## config.mk

```make
export PLATFORM = sky130hd
export DESIGN_NAME = unpacked_window_shifter
export DESIGN_NICKNAME = d
export VERILOG_FILES = /design/src/rtl/unpacked_window_pkg.sv /design/src/rtl/uwin_valid_tracker.sv /design/src/rtl/unpacked_window_shifter.sv
export SDC_FILE = /design/constraint.sdc
export NUM_CORES = 1
export LEC_CHECK = 0
export CAP_MARGIN = 25
export CORE_MARGIN = 1.5
export CORE_UTILIZATION = 29
export CTS_CLUSTER_DIAMETER = 60
export DETAILED_ROUTE_END_ITERATION = 10
export GPL_TIMING_DRIVEN = 1
export PLACE_DENSITY_LB_ADDON = 0.12
export SLEW_MARGIN = 10
export SYNTH_ARGS = -nofsm -noshare
export SYNTH_HDL_FRONTEND = slang
export SYNTH_SLANG_ARGS = --single-unit
```

## constraint.sdc

```tcl
create_clock -name clk -period 1.3 [get_ports clk]
set_input_delay 0.13 -clock clk [delete_from_list [all_inputs] [get_ports clk]]
set_output_delay 0.13 -clock clk [all_outputs]
set_load 0.03 [all_outputs]
```

## src/rtl/unpacked_window_pkg.sv

```systemverilog
// Shared types and index helpers for the unpacked window shift line.
package unpacked_window_pkg;

  typedef logic signed [31:0] idx_t;

  function automatic int win_size(input int depth, input int offset);
    return depth - offset;
  endfunction

  function automatic idx_t phys_off(input idx_t idx, input idx_t origin);
    return idx - origin;
  endfunction

endpackage

```

## src/rtl/uwin_valid_tracker.sv

```systemverilog
// Per-slot valid shift vector with saturating occupancy count for one window lane.
module uwin_valid_tracker #(
  parameter int WIN = 4,
  parameter int CW  = 3
) (
  input  logic          clk,
  input  logic          rst_n,
  input  logic          shift_en,
  input  logic          clear,
  output logic          hi_vld,
  output logic [CW-1:0] fill_cnt,
  output logic          full
);

  localparam logic [CW-1:0] WIN_C = CW'(WIN);

  logic [WIN-1:0] vld;

  always_ff @(posedge clk or negedge rst_n) begin
    if (!rst_n) begin
      vld      <= '0;
      fill_cnt <= '0;
    end else if (clear) begin
      vld      <= '0;
      fill_cnt <= '0;
    end else if (shift_en) begin
      vld <= {vld[WIN-2:0], 1'b1};
      if (fill_cnt < WIN_C) fill_cnt <= fill_cnt + CW'(1);
    end
  end

  assign hi_vld = vld[WIN-1];
  assign full   = (fill_cnt == WIN_C);

endmodule

```

## src/rtl/unpacked_window_shifter.sv

```systemverilog
// Shift line on an unpacked array with arbitrary signed origin; data enters at ORIGIN+OFFSET
// and exits at the high index, with a combinational absolute-index tap.
module unpacked_window_shifter
  import unpacked_window_pkg::*;
#(
  parameter int ORIGIN    = 0,
  parameter int DEPTH     = 7,
  parameter int OFFSET    = 3,
  parameter int WIDTH     = 1,
  parameter bit ASCENDING = 1
) (
  input  logic                       clk,
  input  logic                       rst_n,
  input  logic                       shift_en,
  input  logic [WIDTH-1:0]           din,
  input  logic                       clear,
  input  logic [31:0]                tap_idx,
  output logic [WIDTH-1:0]           tap_data,
  output logic                       tap_oob,
  output logic [WIDTH-1:0]           dout,
  output logic                       dout_vld,
  output logic [$clog2(DEPTH+1)-1:0] fill_cnt,
  output logic                       full
);

  localparam int LO   = ORIGIN;
  localparam int HI   = ORIGIN + DEPTH - 1;
  localparam int BASE = ORIGIN + OFFSET;
  localparam int WIN  = win_size(DEPTH, OFFSET);
  localparam int CW   = $clog2(DEPTH + 1);

  idx_t             tap_s;
  idx_t             tap_off;
  logic [WIDTH-1:0] tap_raw;
  logic [WIDTH-1:0] hi_entry;
  logic             hi_vld;

  // Tap address: signed absolute index converted to a physical offset before range compare
  assign tap_s    = $signed(tap_idx);
  assign tap_off  = phys_off(tap_s, idx_t'(ORIGIN));
  assign tap_oob  = (tap_off < 0) || (tap_off > idx_t'(DEPTH - 1));
  assign tap_data = tap_oob ? '0 : tap_raw;

  generate
    if (ASCENDING) begin : g_asc
      logic [WIDTH-1:0] arr [LO:HI];

      always_ff @(posedge clk or negedge rst_n) begin
        if (!rst_n) begin
          for (int i = LO; i <= HI; i++) arr[i] <= '0;
        end else if (clear) begin
          for (int i = BASE; i <= HI; i++) arr[i] <= '0;
        end else if (shift_en) begin
          arr[BASE]       <= din;
          arr[BASE+1:HI]  <= arr[BASE:HI-1];
        end
      end

      always_comb begin
        tap_raw = '0;
        for (int i = LO; i <= HI; i++)
          if (tap_s == idx_t'(i)) tap_raw = arr[i];
      end

      assign hi_entry = arr[HI];
    end else begin : g_desc
      logic [WIDTH-1:0] arr [HI:LO];

      always_ff @(posedge clk or negedge rst_n) begin
        if (!rst_n) begin
          for (int i = LO; i <= HI; i++) arr[i] <= '0;
        end else if (clear) begin
          for (int i = BASE; i <= HI; i++) arr[i] <= '0;
        end else if (shift_en) begin
          arr[BASE]       <= din;
          arr[HI:BASE+1]  <= arr[HI-1:BASE];
        end
      end

      always_comb begin
        tap_raw = '0;
        for (int i = LO; i <= HI; i++)
          if (tap_s == idx_t'(i)) tap_raw = arr[i];
      end

      assign hi_entry = arr[HI];
    end
  endgenerate

  uwin_valid_tracker #(
    .WIN (WIN),
    .CW  (CW)
  ) u_valid (
    .clk      (clk),
    .rst_n    (rst_n),
    .shift_en (shift_en),
    .clear    (clear),
    .hi_vld   (hi_vld),
    .fill_cnt (fill_cnt),
    .full     (full)
  );

  // Output stage: dout holds between shifts, dout_vld is a one-cycle pulse per emitted element
  always_ff @(posedge clk or negedge rst_n) begin
    if (!rst_n) begin
      dout     <= '0;
      dout_vld <= 1'b0;
    end else if (clear) begin
      dout_vld <= 1'b0;
    end else if (shift_en) begin
      dout     <= hi_entry;
      dout_vld <= hi_vld;
    end else begin
      dout_vld <= 1'b0;
    end
  end

endmodule

```

==> results of run 1 <==
[kinds of logic (layout without fill, tap and decap cells)]
group | after synthesis | count (layout) | synth area share
compound gates | 5 | 5 | 0.04919
simple gates | 35 | 35 | 0.2787
fa+ha+maj | 2 | 2 | 0.03642
buf+inv | 5 | 63 | 0.02913
mux | 9 | 9 | 0.1330
flops | 13 | 13 | 0.4736
[per-stage QoR]
stage | cell area [µm²] | instances | setup TNS (ns) | worst slack [ns] | util
CTS | 1221 | 155 | -0.3725 | -0.1891 | 0.5468
global route | 1281 | 155 | -0.4633 | -0.2386 | 0.5737
detailed placement | 1224 | 148 | -1.274 | -0.7335 | 0.5479
global placement | 1224 | 148 | -1.247 | -0.7202 | 0.5479
floorplan | 694.4 | 69 | 0 | 0.02422 | -
finish | 1281 | 155 | -0.3445 | -0.1816 | 0.5737
[power by group through the flow]
stage                     clock network, mW  logic [mW]  registers [mW]
after detailed placement                  0       0.226           0.436
after global routing                  0.269       0.249           0.428
after floorplan                           0      0.0535           0.445
final                                 0.238       0.229           0.427
after global placement                    0       0.222           0.435
after CTS                             0.252       0.207           0.425
[path summary, 6_finish.rpt]
check                                     from                  end  slack [ns]  depth (start not counted)
setup / recovery                   tap_idx[17]             tap_data       -0.18                          7
hold / removal                           rst_n       u_valid.vld[0]        0.14                          2
setup reg to reg           u_valid.fill_cnt[1]  u_valid.fill_cnt[2]        0.18                          5
hold reg to reg                 u_valid.vld[0]       u_valid.vld[0]        0.50                          2
max in group asynchronous                rst_n  u_valid.fill_cnt[2]        0.99                          2
min in group clk                           din         g_asc.arr[3]        0.48                          3
[layout by cell type (no fill, tap or decap), drive strengths merged]
master	count
clkdlybuf4s50	4
dlygate4sd2	10
nand2	3
clkinv	1
or3	1
clkbuf	7
nand3	2
nor3	1
nand2b	4
clkdlybuf4s15	6
dfrtp	13
buf	32
nor2	14
and2	1
ha	2
a211o	1
mux2	1
nand4	2
nand4b	1
mux2i	8
nor4	6
o22ai	1
inv	3
a21oi	3
[sequential cells by signal (all words and copies together), names as in the netlist]
register,flops
u_valid.fill_cnt,3
u_valid.vld,4
dout_vld,1
dout,1
hi_entry,1
g_asc.arr,3
[layout make-up]
cell class,count,share of cell area
well taps,28,0.02734
clock buffers,3,0.01758
clock inverters,1,0.003906
multi-input cells,51,0.3359
repair buffers,56,0.3525
flip-flops and latches,13,0.2539
inverters,3,0.008789
[layer usage]
layer | vias to the layer above | routed length [µm] | track usage | part of all wire
met3 | 4 | 69 | 0.03448 | 0.037
met2 | 22 | 1020 | 0.2735 | 0.54
met1 | 334 | 768 | 0.1591 | 0.41
met5 | - | 0 | 0 | 0
met4 | 0 | 23 | 0.06579 | 0.012
li1 | 363 | - | - | -
[what timing repair did]
action	4_1_cts	5_1_grt
endpoints found under the setup margin	8	5
gates resized for setup	92	25
pin swaps	13	6
setup buffers	3	0
gates cloned	0	0
==> results.sh, run 1 <==
export IMPL_global_route_usage_total=0.1483
export IMPL_core_area_um2=2233
export IMPL_grt_pass1_vias=729
export IMPL_rows=17
export IMPL_synth_async_sr_flop_share=1.000
export IMPL_setup_viol=2
export IMPL_synth_seq_cells=13
export IMPL_power_ir_vdd_worst_mv=0.4380
export IMPL_drt_drc_violations_left=0
export IMPL_report_final_hold_viol_count=0
export IMPL_multi_input_area_um2=430.4
export IMPL_worst_path_max_fanout=2
export IMPL_initial_core_util=0.3076
export IMPL_netlist_cell_type_count=22
export IMPL_whs_ns=0.1411
export IMPL_antenna_cells=0
export IMPL_final_net_count=167
export IMPL_critical_path_startpoint_type="input port"
export IMPL_filler_cell_count=209
export IMPL_floorplan_die_width_um=51.67
export IMPL_cpMostUsedCell="sky130_fd_sc_hd__buf_6"
export IMPL_postRouteWirelength_um=1882
export IMPL_failed_checks="negative setup slack"
export IMPL_share_comb_of_total_power=0.256
export IMPL_post_synth_top_area_fraction=0.4736
export IMPL_die_height_um=51.67
export IMPL_count_leader_synth="sky130_fd_sc_hd__nor2_1"
export IMPL_first_pass_grt_wire_length_um=2898
export IMPL_postLayoutSetupSlackWorst_ns=-0.1816
export IMPL_seq_area_frac_synth=0.4736
export IMPL_timing_critical_path_slowest_stage_cell="sky130_fd_sc_hd__or3_4"
export IMPL_first_iter_violations=9
export IMPL_max_slew_margin=0.7992
export IMPL_crit_path_max_incr_delay_ns=0.35
export IMPL_register_area_um2=325.3
export IMPL_worstPathCellList="buf_2 -> nor4_4 -> nand4_1 -> or3_4 -> buf_6 -> a21oi_4 -> buf_6"
export IMPL_power_clock_fraction=0.266
export IMPL_maxCapViolCount=0
export IMPL_synth_common_cells="14 x sky130_fd_sc_hd__nor2_1, 13 x sky130_fd_sc_hd__dfrtp_1, 8 x sky130_fd_sc_hd__mux2i_1"
export IMPL_hpwlAfterDp_um=1452
export IMPL_clockRootBuffer="sky130_fd_sc_hd__clkbuf_4"
export IMPL_p_leak_nw=0.6140
export IMPL_synth_area_per_cell_um2=9.955
export IMPL_synthesis_nets=108
export IMPL_placement_io_buffers=44
export IMPL_worst_setup_hold_path_clk_slew_ns=0.08
export IMPL_design_portCount=45
export IMPL_cts_buffers=3
export IMPL_power_uw=893.0
export IMPL_post_drt_via_cell_ratio=4.665
export IMPL_slew_violations=0
export IMPL_tritoncts_num_sinks=13
export IMPL_critPathRequiredTime_ns=1.17
export IMPL_cpLargestDelayFamily="simple AND/OR/NAND/NOR gates"
export IMPL_grt_overflow_total=0
export IMPL_cts_tree="yes"
export IMPL_power_per_cell_area_nw_per_um2=697.0
export IMPL_synthToLayoutAreaGrowth_pct=86.52
export IMPL_worstPathArrival_ns=1.35
export IMPL_postRouteAntennaNets=0
export IMPL_yosys_top_cells_area="sky130_fd_sc_hd__dfrtp_1 47%, sky130_fd_sc_hd__mux2i_1 12%, sky130_fd_sc_hd__nor2_1 7.7%"
export IMPL_synth_largest_area_cell="sky130_fd_sc_hd__dfrtp_1"
export IMPL_worstSetupPathType="in2out"
export IMPL_fin_crit_ns=1.482
export IMPL_routabilityCongestion=0.6355
export IMPL_post_route_period_util=1.140
export IMPL_crit_path_capture_type="output port"
export IMPL_clk_path_buf_depth=2
export IMPL_synthFlopType="sky130_fd_sc_hd__dfrtp_1"
export IMPL_switchingPower_uw=234.2
export IMPL_outcome="finished, violations left"
export IMPL_grt_antenna_before_repair=0
export IMPL_yosys_warnings=3
export IMPL_design_die_area_um2=2670
export IMPL_internal_power_uw=658.9
export IMPL_netSwitchingFraction=0.2622
export IMPL_grt_setup_unrepaired="true"
export IMPL_worstHoldPathType="in2async"
export IMPL_syn_cell_area_um2=686.9
export IMPL_ctsHtreeMaxLevel=1
export IMPL_route_vias_total=723
export IMPL_worst_slew_pin_transition_ns=0.3024
export IMPL_share_seq_of_total_power=0.478
export IMPL_grt_start_max_net_pins=14
export IMPL_insertion_delay_ns=0.27
export IMPL_clock_fmax_ghz=0.6750
export IMPL_cts_hold_buffers_added=0
export IMPL_fraction_of_final_layout_cells_sized_beyond_drive_strength_1=0.4173
export IMPL_wire_per_inst_um=12.14
export IMPL_post_route_skew_ns=0.009129
export IMPL_number_of_enable_type_register_cells_in_the_synthesized_netlist=0
export IMPL_critical_path_buf_inv_count=3
export IMPL_syn_instance_count=69
export IMPL_total_iterations_of_the_first_detailed_routing_run=4
Note: power is estimated with default switching activity, not from simulation.
==> run 2, diff against run 1 <==
--- a/config.mk
+++ b/config.mk
@@ -8,6 +8,7 @@
 export CAP_MARGIN = 25
 export CORE_MARGIN = 1.5
 export CORE_UTILIZATION = 29
+export CTS_BUF_LIST = sky130_fd_sc_hd__clkbuf_4 sky130_fd_sc_hd__clkbuf_8
 export CTS_CLUSTER_DIAMETER = 60
 export DETAILED_ROUTE_END_ITERATION = 10
 export GPL_TIMING_DRIVEN = 1
==> results of run 2 <==
No change in the layout: final DEF, timing and power equal those of run 1.
==> run 3, diff against run 2 <==
--- a/config.mk
+++ b/config.mk
@@ -5,8 +5,9 @@
 export SDC_FILE = /design/constraint.sdc
 export NUM_CORES = 1
 export LEC_CHECK = 0
-export CAP_MARGIN = 25
-export CORE_MARGIN = 1.5
+export ABC_CLOCK_PERIOD_IN_PS = 1300
+export CAP_MARGIN = 20
+export CORE_MARGIN = 4
 export CORE_UTILIZATION = 29
 export CTS_BUF_LIST = sky130_fd_sc_hd__clkbuf_4 sky130_fd_sc_hd__clkbuf_8
 export CTS_CLUSTER_DIAMETER = 60
==> run 3 against run 2 <==
  * Core utilization down 0.056 points
  * Power down 0.45%
  * The flow still finishes with violations (negative setup slack)
  * Largest power group unchanged
  * Global-route usage down 2.5 points
  * Clock-buffer cell count unchanged
  * Via count down 1.2%
  * Worst setup slack better by 0.021 ns
  * Die area up 20%
  * Critical path depth down 3
==> results.sh, run 3 (same netlist as run 1, synthesis figures left out) <==
export IMPL_multi_input_area_um2=411.6
export IMPL_crit_path_capture_type="output port"
export IMPL_insertion_delay_ns=0.27
export IMPL_placement_io_buffers=44
export IMPL_first_pass_grt_wire_length_um=3111
export IMPL_fin_crit_ns=1.461
export IMPL_grt_start_max_net_pins=14
export IMPL_ctsHtreeMaxLevel=1
export IMPL_worstPathArrival_ns=1.33
export IMPL_layout_top_registers="u_valid.vld x4, g_asc.arr x3, u_valid.fill_cnt x3"
export IMPL_failed_checks="negative setup slack"
export IMPL_registers_top_by_ff_count="u_valid.vld"
export IMPL_post_drt_via_cell_ratio=4.606
export IMPL_worstPathCellList="nand4b_1 -> a211o_1 -> a21oi_4 -> buf_6"
export IMPL_maxCapViolCount=0
export IMPL_post_route_skew_ns=0.009949
export IMPL_grt_antenna_before_repair=0
export IMPL_crit_path_max_incr_delay_ns=0.38
export IMPL_synthToLayoutAreaGrowth_pct=86.34
export IMPL_final_cell_area_um2=1280
export IMPL_clockRootBuffer="sky130_fd_sc_hd__clkbuf_4"
export IMPL_outcome="finished, violations left"
export IMPL_drt_drc_violations_left=0
export IMPL_fraction_of_final_layout_cells_sized_beyond_drive_strength_1=0.3937
export IMPL_tritoncts_num_sinks=13
export IMPL_routabilityCongestion=0.7241
export IMPL_worst_slew_pin_transition_ns=0.3063
export IMPL_placed_cells=147
export IMPL_postRouteAntennaNets=0
export IMPL_p_leak_nw=0.6116
export IMPL_rows=17
export IMPL_grt_busiest_layer="met2"
export IMPL_design_portCount=45
export IMPL_slew_violations=0
export IMPL_setup_viol=2
export IMPL_largest_register_ffs=4
export IMPL_filler_cell_count=200
export IMPL_max_slew_margin=0.7966
export IMPL_postRouteWirelength_um=1925
export IMPL_initial_core_util=0.3076
export IMPL_ff2ff_path_depth=5
export IMPL_total_iterations_of_the_first_detailed_routing_run=4
export IMPL_critPathLaunch="g_asc.arr[3]"
export IMPL_cts_buffers=3
export IMPL_report_final_hold_viol_count=0
export IMPL_power_per_cell_area_nw_per_um2=694.5
export IMPL_critPathRequiredTime_ns=1.17
export IMPL_die_height_um=56.67
export IMPL_reg2reg_setup_slack_ns=0.21
export IMPL_worstHoldPathType="in2async"
export IMPL_layout_core_utilization=0.5731
export IMPL_regToRegEndpoint="u_valid.fill_cnt[2]"
export IMPL_grt_pass1_vias=721
export IMPL_cts_hold_buffers_added=0
export IMPL_post_route_period_util=1.124
export IMPL_grt_setup_unrepaired="true"
export IMPL_grt_overflow_total=0
export IMPL_post_layout_nonfiller_instances=155
export IMPL_first_iter_violations=17
export IMPL_grt_util_met1=0.1337
export IMPL_whs_ns=0.1459
export IMPL_worst_setup_hold_path_clk_slew_ns=0.09
export IMPL_clock_fmax_ghz=0.6845
export IMPL_global_routing_met3_resource_utilization=0.03908
export IMPL_place_ws_ns=-0.7537
export IMPL_final_cell_mix="14 x sky130_fd_sc_hd__nor2_1, 13 x sky130_fd_sc_hd__dfrtp_1, 11 x sky130_fd_sc_hd__buf_4"
export IMPL_antenna_cells=0
export IMPL_origin_of_the_critical_flop_to_flop_path="u_valid.fill_cnt[1]"
export IMPL_critical_path_startpoint_type="flip-flop"
export IMPL_floorplan_die_width_um=56.67
export IMPL_worstSetupPathType="reg2out"
export IMPL_detailed_place_area_um2=1216
export IMPL_cts_tree="yes"
export IMPL_global_route_usage_total=0.1232
export IMPL_core_area_um2=2233
export IMPL_worst_path_max_fanout=3
export IMPL_wire_per_inst_um=12.42
export IMPL_register_area_um2=325.3
export IMPL_leading_cell_type_in_the_layout_fill_and_taps_excluded="sky130_fd_sc_hd__nor2_1"
export IMPL_clk_path_buf_depth=2
export IMPL_postLayoutSetupSlackWorst_ns=-0.1610
export IMPL_design_die_area_um2=3211
export IMPL_final_net_count=167
export IMPL_timing_critical_path_slowest_stage_cell="sky130_fd_sc_hd__dfrtp_1"
export IMPL_power_ir_vdd_worst_mv=0.5509
export IMPL_route_vias_total=714
export IMPL_use_met2=0.2145
## run 3: cell count changes in the layout (fill, tap and decap cells not counted)
cell,delta
sky130_fd_sc_hd__inv_1,+1
sky130_fd_sc_hd__ha_4,-1
sky130_fd_sc_hd__ha_2,+1
sky130_fd_sc_hd__clkbuf_2,-1
sky130_fd_sc_hd__clkdlybuf4s15_2,+1
sky130_fd_sc_hd__clkdlybuf4s15_1,+3
sky130_fd_sc_hd__buf_2,-2
sky130_fd_sc_hd__inv_2,-1
sky130_fd_sc_hd__dlygate4sd2_1,-1
sky130_fd_sc_hd__nor4_4,-1
sky130_fd_sc_hd__nor4_2,+1
## run 3: area by class of cell
| type | instances | area share |
|---|---|---|
| Timing Repair Buffer | 56 | 0.3666 |
| Sequential cell | 13 | 0.2542 |
| Clock buffer | 3 | 0.01760 |
| Clock inverter | 1 | 0.003910 |
| Tap cell | 28 | 0.02737 |
| Multi-Input combinational cell | 51 | 0.3216 |
| Inverter | 3 | 0.008798 |
## run 3: power by group
part	switching, mW	total, mW	internal [mW]
clock	0.129	0.243	0.114
combinational	0.0958	0.220	0.124
sequential	0.00832	0.426	0.418
## run 3: what timing repair did
item,in CTS,in global routing
buffers inserted,3,1
gates resized for setup,93,23
pin swaps,13,8
endpoints found under the setup margin,8,4
endpoints found under the hold margin,0,0
## run 3: per-stage QoR
step	power, mW	setup TNS [ns]
final	0.8890	-0.2145
after global routing	0.9372	-0.3701
after CTS	0.8860	-0.4226
after detailed placement	0.6607	-1.313
after global placement	0.6549	-1.305
after floorplan	0.4986	0
## run 3: worst max path at each step
stage	to	slack, ns	depth (start not counted)
finish	tap_data	-0.16	4
global placement	tap_oob	-0.75	5
floorplan	tap_data	0.02	4
detailed placement	tap_oob	-0.75	5
global route	tap_data	-0.24	7
CTS	tap_data	-0.22	7
## run 3: worst max-delay path, delay by kind of cell, from the launching register on
kind | cells | cell delay (ns)
DFF | 1 | 0.38
buffers and inverters | 1 | 0.14
and+or+nand+nor | 1 | 0.11
AOI/OAI and AO/OA | 2 | 0.42
## run 3: routing by layer
layer / vias up / routed length, µm
met5: - / 0
met4: 0 / 24
met3: 4 / 131
met2: 26 / 992
met1: 323 / 776
li1: 361 / -
